### src/rtl/accel_decimator.sv
// accel_decimator: averages 2^LOG2_N sign-magnitude X/Y/Z accel samples
// and emits one decimated sign-magnitude triple with a 1-cycle valid.
// Ports: clk, RST (sync, active-high), in_valid, x_raw/y_raw/z_raw [9:0];
//   out_valid, x_avg/y_avg/z_avg [9:0] (held), sample_cnt [LOG2_N-1:0],
//   sensor_stall (level, high from idle timeout until next sample).
module accel_decimator #(
  parameter int LOG2_N      = 3,
  parameter int TIMEOUT_CYC = 1023
) (
  input  logic              clk,
  input  logic              RST,
  input  logic              in_valid,
  input  logic [9:0]        x_raw,
  input  logic [9:0]        y_raw,
  input  logic [9:0]        z_raw,
  output logic              out_valid,
  output logic [9:0]        x_avg,
  output logic [9:0]        y_avg,
  output logic [9:0]        z_avg,
  output logic [LOG2_N-1:0] sample_cnt,
  output logic              sensor_stall
);

  localparam int W  = 10 + LOG2_N;
  localparam int IW = $clog2(TIMEOUT_CYC + 1);

  typedef logic signed [W-1:0] acc_t;

  typedef enum logic {
    ACC,
    STALL
  } state_t;

  // Sign-magnitude to two's complement; 10'h200 maps to 0 naturally.
  function automatic acc_t to_tc(input logic [9:0] raw);
    acc_t m;
    m = acc_t'({{(W-9){1'b0}}, raw[8:0]});
    return raw[9] ? -m : m;
  endfunction

  // Divide magnitude (truncates toward zero), suppress negative zero.
  function automatic logic [9:0] to_sm(input acc_t sum);
    acc_t       a;
    logic [8:0] mag;
    a   = sum[W-1] ? -sum : sum;
    mag = 9'(a >> LOG2_N);
    return {sum[W-1] && (mag != 9'd0), mag};
  endfunction

  state_t            state_q, state_d;
  acc_t              acc_x_q, acc_y_q, acc_z_q;
  acc_t              acc_x_d, acc_y_d, acc_z_d;
  acc_t              sum_x, sum_y, sum_z;
  logic [LOG2_N-1:0] cnt_q, cnt_d;
  logic [IW-1:0]     idle_q, idle_d;
  logic [9:0]        avg_x_q, avg_y_q, avg_z_q;
  logic [9:0]        avg_x_d, avg_y_d, avg_z_d;
  logic              vld_q, vld_d;

  always_comb begin
    state_d = state_q;
    acc_x_d = acc_x_q;
    acc_y_d = acc_y_q;
    acc_z_d = acc_z_q;
    cnt_d   = cnt_q;
    idle_d  = idle_q;
    avg_x_d = avg_x_q;
    avg_y_d = avg_y_q;
    avg_z_d = avg_z_q;
    vld_d   = 1'b0;

    sum_x = acc_x_q + to_tc(x_raw);
    sum_y = acc_y_q + to_tc(y_raw);
    sum_z = acc_z_q + to_tc(z_raw);

    if (in_valid) begin
      // Any accepted sample ends a stall; the stall already
      // cleared the accumulators, so this is sample 1.
      state_d = ACC;
      idle_d  = '0;
      if (cnt_q == '1) begin
        avg_x_d = to_sm(sum_x);
        avg_y_d = to_sm(sum_y);
        avg_z_d = to_sm(sum_z);
        vld_d   = 1'b1;
        acc_x_d = '0;
        acc_y_d = '0;
        acc_z_d = '0;
        cnt_d   = '0;
      end else begin
        acc_x_d = sum_x;
        acc_y_d = sum_y;
        acc_z_d = sum_z;
        cnt_d   = cnt_q + 1'b1;
      end
    end else begin
      if (idle_q != IW'(TIMEOUT_CYC))
        idle_d = idle_q + 1'b1;
      if (idle_q == IW'(TIMEOUT_CYC - 1)) begin
        state_d = STALL;
        acc_x_d = '0;
        acc_y_d = '0;
        acc_z_d = '0;
        cnt_d   = '0;
      end
    end
  end

  always_ff @(posedge clk) begin
    if (RST) begin
      state_q <= ACC;
      acc_x_q <= '0;
      acc_y_q <= '0;
      acc_z_q <= '0;
      cnt_q   <= '0;
      idle_q  <= '0;
      avg_x_q <= '0;
      avg_y_q <= '0;
      avg_z_q <= '0;
      vld_q   <= 1'b0;
    end else begin
      state_q <= state_d;
      acc_x_q <= acc_x_d;
      acc_y_q <= acc_y_d;
      acc_z_q <= acc_z_d;
      cnt_q   <= cnt_d;
      idle_q  <= idle_d;
      avg_x_q <= avg_x_d;
      avg_y_q <= avg_y_d;
      avg_z_q <= avg_z_d;
      vld_q   <= vld_d;
    end
  end

  assign out_valid    = vld_q;
  assign x_avg        = avg_x_q;
  assign y_avg        = avg_y_q;
  assign z_avg        = avg_z_q;
  assign sample_cnt   = cnt_q;
  assign sensor_stall = (state_q == STALL);

endmodule

### config.mk
export PLATFORM = sky130hd
export DESIGN_NAME = accel_decimator
export DESIGN_NICKNAME = d
export VERILOG_FILES = /design/src/rtl/accel_decimator.sv
export SDC_FILE = /design/constraint.sdc
export NUM_CORES = 1
export LEC_CHECK = 0
export BUFFER_PORTS_ARGS = -buffer_cell sky130_fd_sc_hd__buf_2
export CORE_MARGIN = 1
export CORE_UTILIZATION = 55
export CTS_BUF_LIST = sky130_fd_sc_hd__clkbuf_2 sky130_fd_sc_hd__clkbuf_4 sky130_fd_sc_hd__clkbuf_8
export DETAILED_ROUTE_END_ITERATION = 12
export PLACE_DENSITY = 0.76
export SYNTH_ARGS = -nofsm -noshare
export SYNTH_HDL_FRONTEND = slang
export SYNTH_SLANG_ARGS = --single-unit
### constraint.sdc
create_clock -name clk -period 13.2 [get_ports clk]
set_input_delay 3.3 -clock clk [delete_from_list [all_inputs] [get_ports clk]]
set_output_delay 3.3 -clock clk [all_outputs]
set_load 0.01 [all_outputs]
Word level (Yosys, flattened, before mapping)

Index checks and enable logic that the tools add are counted.

Flip-flop bits (word level): 84
Logic and storage cells: 52

$add $sub $neg: 11
Equality and inequality tests: 3
Muxes and demuxes: 17
Bitwise logic cells: 1
Reductions and logical operators: 10

Operator list:

| operator                                                         | count |
|---|---|
| 13-bit two-way mux                                               | 10 |
| 13-bit adder                                                     | 3 |
| 9-bit negation with 13-bit output                                | 3 |
| 12-bit two-way mux                                               | 3 |
| 12-bit negation                                                  | 3 |
| 9-bit nonzero test                                               | 3 |
| 10-bit by 1-bit adder with 10-bit output (second input constant) | 1 |
| 10-bit equality test (second input constant)                     | 1 |
| 10-bit != test (second input constant)                           | 1 |
| 3-bit two-way mux                                                | 3 |
| 2-bit OR reduction                                               | 2 |
| 3-bit by 1-bit adder with 3-bit output (second input constant)   | 1 |
| 3-bit equality test (second input constant)                      | 1 |
| 1-bit logical AND                                                | 3 |
| 2-bit AND reduction                                              | 1 |
| 2-bit nonzero test                                               | 1 |
| 1-bit two-way mux                                                | 1 |
| 1-bit inverter                                                   | 1 |

Depth between registers and ports, before layout

Depth in word-level cells: 7
Depth in mapped cells: 16
Depth with buffers taken out: 15

Worst setup path after synthesis

OpenSTA, ideal clock, no wires.

Kind: input to register
Start point: input port x_raw[5]
End point: register avg_x_q[9], in the netlist x_avg[9]
Setup time: 0.131 ns
Arrival time: 6.317 ns
Path slack: 6.751 ns
Stages on the path: 12
Cells stage by stage: or4_1 > o21ai_0 > xnor2_1 > ha_1 > or3_1 > a2111oi_2 > nor2_1 > xnor2_1 > a41oi_1 > xor2_1 > a2111oi_2 > o41ai_1

Word-level cells in the longest chain between the ends: 7

Ends and longest elaborated chain:

| what                              | line | text |
|---|---|---|
| start: declaration                | 13   | `input logic [9:0] x_raw,` |
| 9-bit negation with 13-bit output | 38   | `return raw[9] ? -m : m;` |
| 13-bit two-way mux (*)            | 38   |  |
| 13-bit adder (*)                  | 72   | `sum_x = acc_x_q + to_tc(x_raw);` |
| 12-bit negation                   | 45   | `a = sum[W-1] ? -sum : sum;` |
| 12-bit two-way mux                | 45   |  |
| 9-bit nonzero test                | 47   | `return {sum[W-1] && (mag != 9'd0), mag};` |
| 1-bit logical AND (*)             | 47   |  |
| end signal: assignment            | 128  | `avg_x_q <= avg_x_d;` |
| end: declaration                  | 56   | `logic [9:0] avg_x_q, avg_y_q, avg_z_q;` |

Every way passes the cells marked *; elsewhere a longest branch is shown, timed or not.
A chain may end at the register's enable or synchronous reset.

Worst setup path in the final report

Same ends and word-level chain as after synthesis.

==> key figures <==
Outcome
  • Status: completed

Cells and area
  • # nets final: 880
  • N_diodes: 0
  • Fin cells: 942
  • Share of cells above drive strength 1: 13.65%
  • Commonest non-fill, non-tap cell in the layout: nor2_1
  • Number of fill cells: 931
  • Most frequent cells in the layout: nor2_1 (131), dfxtp_1 (84), buf_2 (67)
  • Synth-to-layout area growth: 10.54%

Place
  • Port Buffers: 67
  • HPWL after detailed placement: 10460 um
  • Pre-CTS WS: 6.055 ns
  • Routability cong.: 0.9292
  • Placed cell count: 926

Die
  • Die X: 106.3 um
  • Die height: 106.3 um
  • Core ar.: 10420 um^2
  • Row cnt: 37
  • IO Count: 68
  • DIE AREA: 11300 um^2
  • Initial Util: 57.45%

Global route
  • Gr ovfl total: 0
  • Vias in the first global route: 5145
  • All-layer global routing usage: 25.89%
  • First-pass GRT wire length: 23560 um
  • Pin count of the biggest net entering global routing: 76
  • Initial antenna violation count: 0

STA
  • Clock skew: 0.01556 ns
  • Sum Neg Setup Slack: 0 ns
  • Worst slew margin: 35.76%
  • Worst setup slack after layout: 6.412 ns
  • Final Cycle Share: 51.42%
  • Final Hold Slack: 0.4625 ns
  • RSZ-0062 raised after global routing: no
  • Max Fclk: 147.3 MHz
  • Max-slew violations: 0
  • Tmin final: 6.788 ns
  • Final setup fails: 0
  • Fin. Hold Viols: 0
  • Worst-Margin Slew: 0.9567 ns

Drt
  • Vias: 5549
  • ANT nets after route: 0
  • Via/cell ratio: 5.891
  • Total Wirelength: 14310 um
  • Wirelength per Cell: 15.19 um
  • Drt pass-1 iters: 4
  • Iter 0 DRT Violations: 292
  • Residual DRC count: 0

Critical path
  • Slowest-stage cell, CP: xnor2_1
  • CP required: 13.44 ns
  • CP Capture Type: flip-flop
  • Max stage delay on crit path: 0.79 ns
  • Worst path cell trace: buf_2 > or4_1 > o21ai_0 > xnor2_1 > ha_1 > o21a_1 > o21ai_0 > a22oi_1 > a31oi_1 > xnor2_1 > a41oi_1 > xor2_1 > a2111oi_2 > o41ai_1
  • Cell family with most CP delay: compound AO/OA/AOI/OAI gates
  • Buf/Inv on CP: 1
  • Arrival time at the worst endpoint: 7.03 ns
  • Setup CP Type: in -> reg
  • CP Launch Type: input pin
  • Crit Path Max Fanout: 14

Synthesis
  • Syn Nets: 830
  • Number of synthesized flops with an enable pin: 0
  • Syn_area_per_cell: 7.969 um^2
  • Top_reg_cell synth: dfxtp_1
  • Post-synth ARST share: 0%
  • Seq cells post-synth: 84
  • Post-synthesis cell area: 5984 um^2
  • Cells after synthesis: 751
  • Distinct cell type count after synthesis: 69
  • Sequential-to-total area share from yosys stat: 28.10%
  • Yosys Warn Count: 0

Clock tree
  • Num CTS Buffers: 9
  • Root Buffer: clkbuf_8
  • TritonCTS clock tree: yes
  • Post-CTS Setup Bufs: 0
  • Worst-path clk slew: 0.10 ns
  • PostCTS Resize Cnt: 0
  • Clock latency on the worst-skew pair: 0.38 ns
  • CTS Hold Bufs: 0
  • CTS Sinks: 84
  • CTS max path bufs: 2
  • H-Tree Depth: 3

Pwr
  • Maximum vdd drop: 0.1014 mV
  • P_leak: 2.732 nW
  • Power Density: 135.7 nW/um^2

Run
  • Max cap viols: 0

Hold path
  • HP Class: reg -> reg
cell usage after synthesis (3+ instances only):
cell       number  share of area (%)
nor4_1          4               0.42
a31oi_1         4               0.42
or4_1           4               0.50
nor2b_1         6               0.63
inv_1          30                1.9
nor2_1        131                8.2
nand3_1        10               0.84
nand2_1        53                3.3
o21ai_0        27                2.3
dfxtp_1        84                 28
o22ai_1         3               0.31
a21o_1          3               0.38
a211oi_1       24                3.0
a21oi_1        38                3.2
nand4_1         7               0.73
o21a_1         10                1.3
clkbuf_1       27                1.7
o31ai_1        13                1.6
nor3_1         19                1.6
ha_1           43                9.0
a22oi_1        33                4.1
or2_2           4               0.42
or3_1           8               0.84
nor3b_1         5               0.63
nand2b_1        7               0.73
xnor2_1        48                7.0
o21bai_1        4               0.50
a2111oi_2       4                1.0
mux2i_1         3               0.50
and3_1          7               0.73
fa_1            3                1.0
xor2_1         31                4.5
stage by stage:
step                total power [mW]  area (um^2)  util, %
floorplan                     0.6125         5984        -
global placement              0.6797         6402    61.47
detailed placement            0.6920         6402    61.47
CTS                           0.8979         6615    63.51
global route                  0.9591         6615    63.51
finish                        0.8979         6615    63.51
kinds of logic after synthesis:
family	count (synthesis)	share of synthesized area [%]
compound gates	197	23.75
xor+xnor	80	11.83
fa+ha+maj	46	9.994
buf+inv	60	3.805
flops	84	28.10
mux	3	0.5018
simple gates	281	22.02
report_power, final:
| group | leakage, nW | total [mW] | internal, mW | switching (mW) |
|---|---|---|---|---|
| Combinational | 1.94 | 0.409 | 0.161 | 0.249 |
| Sequential | 0.685 | 0.284 | 0.272 | 0.0119 |
| Clock | 0.106 | 0.204 | 0.0960 | 0.108 |
cell type report:
cell class	instances	area [um^2]	area share [%]
Inverter	30	112.6	1.702
Timing Repair Buffer	69	350.3	5.296
Sequential cell	84	1682	25.42
Multi-Input combinational cell	607	4088	61.79
Clock inverter	6	75.07	1.135
Tap cell	136	170.2	2.572
Clock buffer	10	137.6	2.081
state kept, by name, summed over array words and instances (netlist names):
name	count
z_avg	10
acc_y_q	13
y_avg	10
acc_z_q	13
sensor_stall	1
idle_q	10
out_valid	1
x_avg	10
sample_cnt	3
acc_x_q	13
path summary, 6_finish.rpt:
check | start | to | slack (ns) | depth (start not counted)
worst max register to register | acc_x_q[0] | x_avg[9] | 9.57 | 12
worst max-delay path | x_raw[5] | x_avg[9] | 6.41 | 14
worst min register to register | z_avg[4] | z_avg[4] | 0.46 | 2
worst min-delay path | z_avg[4] | z_avg[4] | 0.46 | 2
metal layers:
metal	routed length, um	vias up	share of wire (%)	global-route usage [%]
met2	6746	125	47	43.27
met1	6762	2592	47	33.79
met3	581	19	4.1	3.924
li1	-	2813	-	-
met4	217	0	1.5	9.127
met5	0	-	0	0
worst min-delay path: stages, from the launching register on:
cell,delay (ns)
dfxtp_1,0.32
nand2_1,0.05
a21oi_1,0.05
No activity file was read; power rests on OpenSTA's default activity.
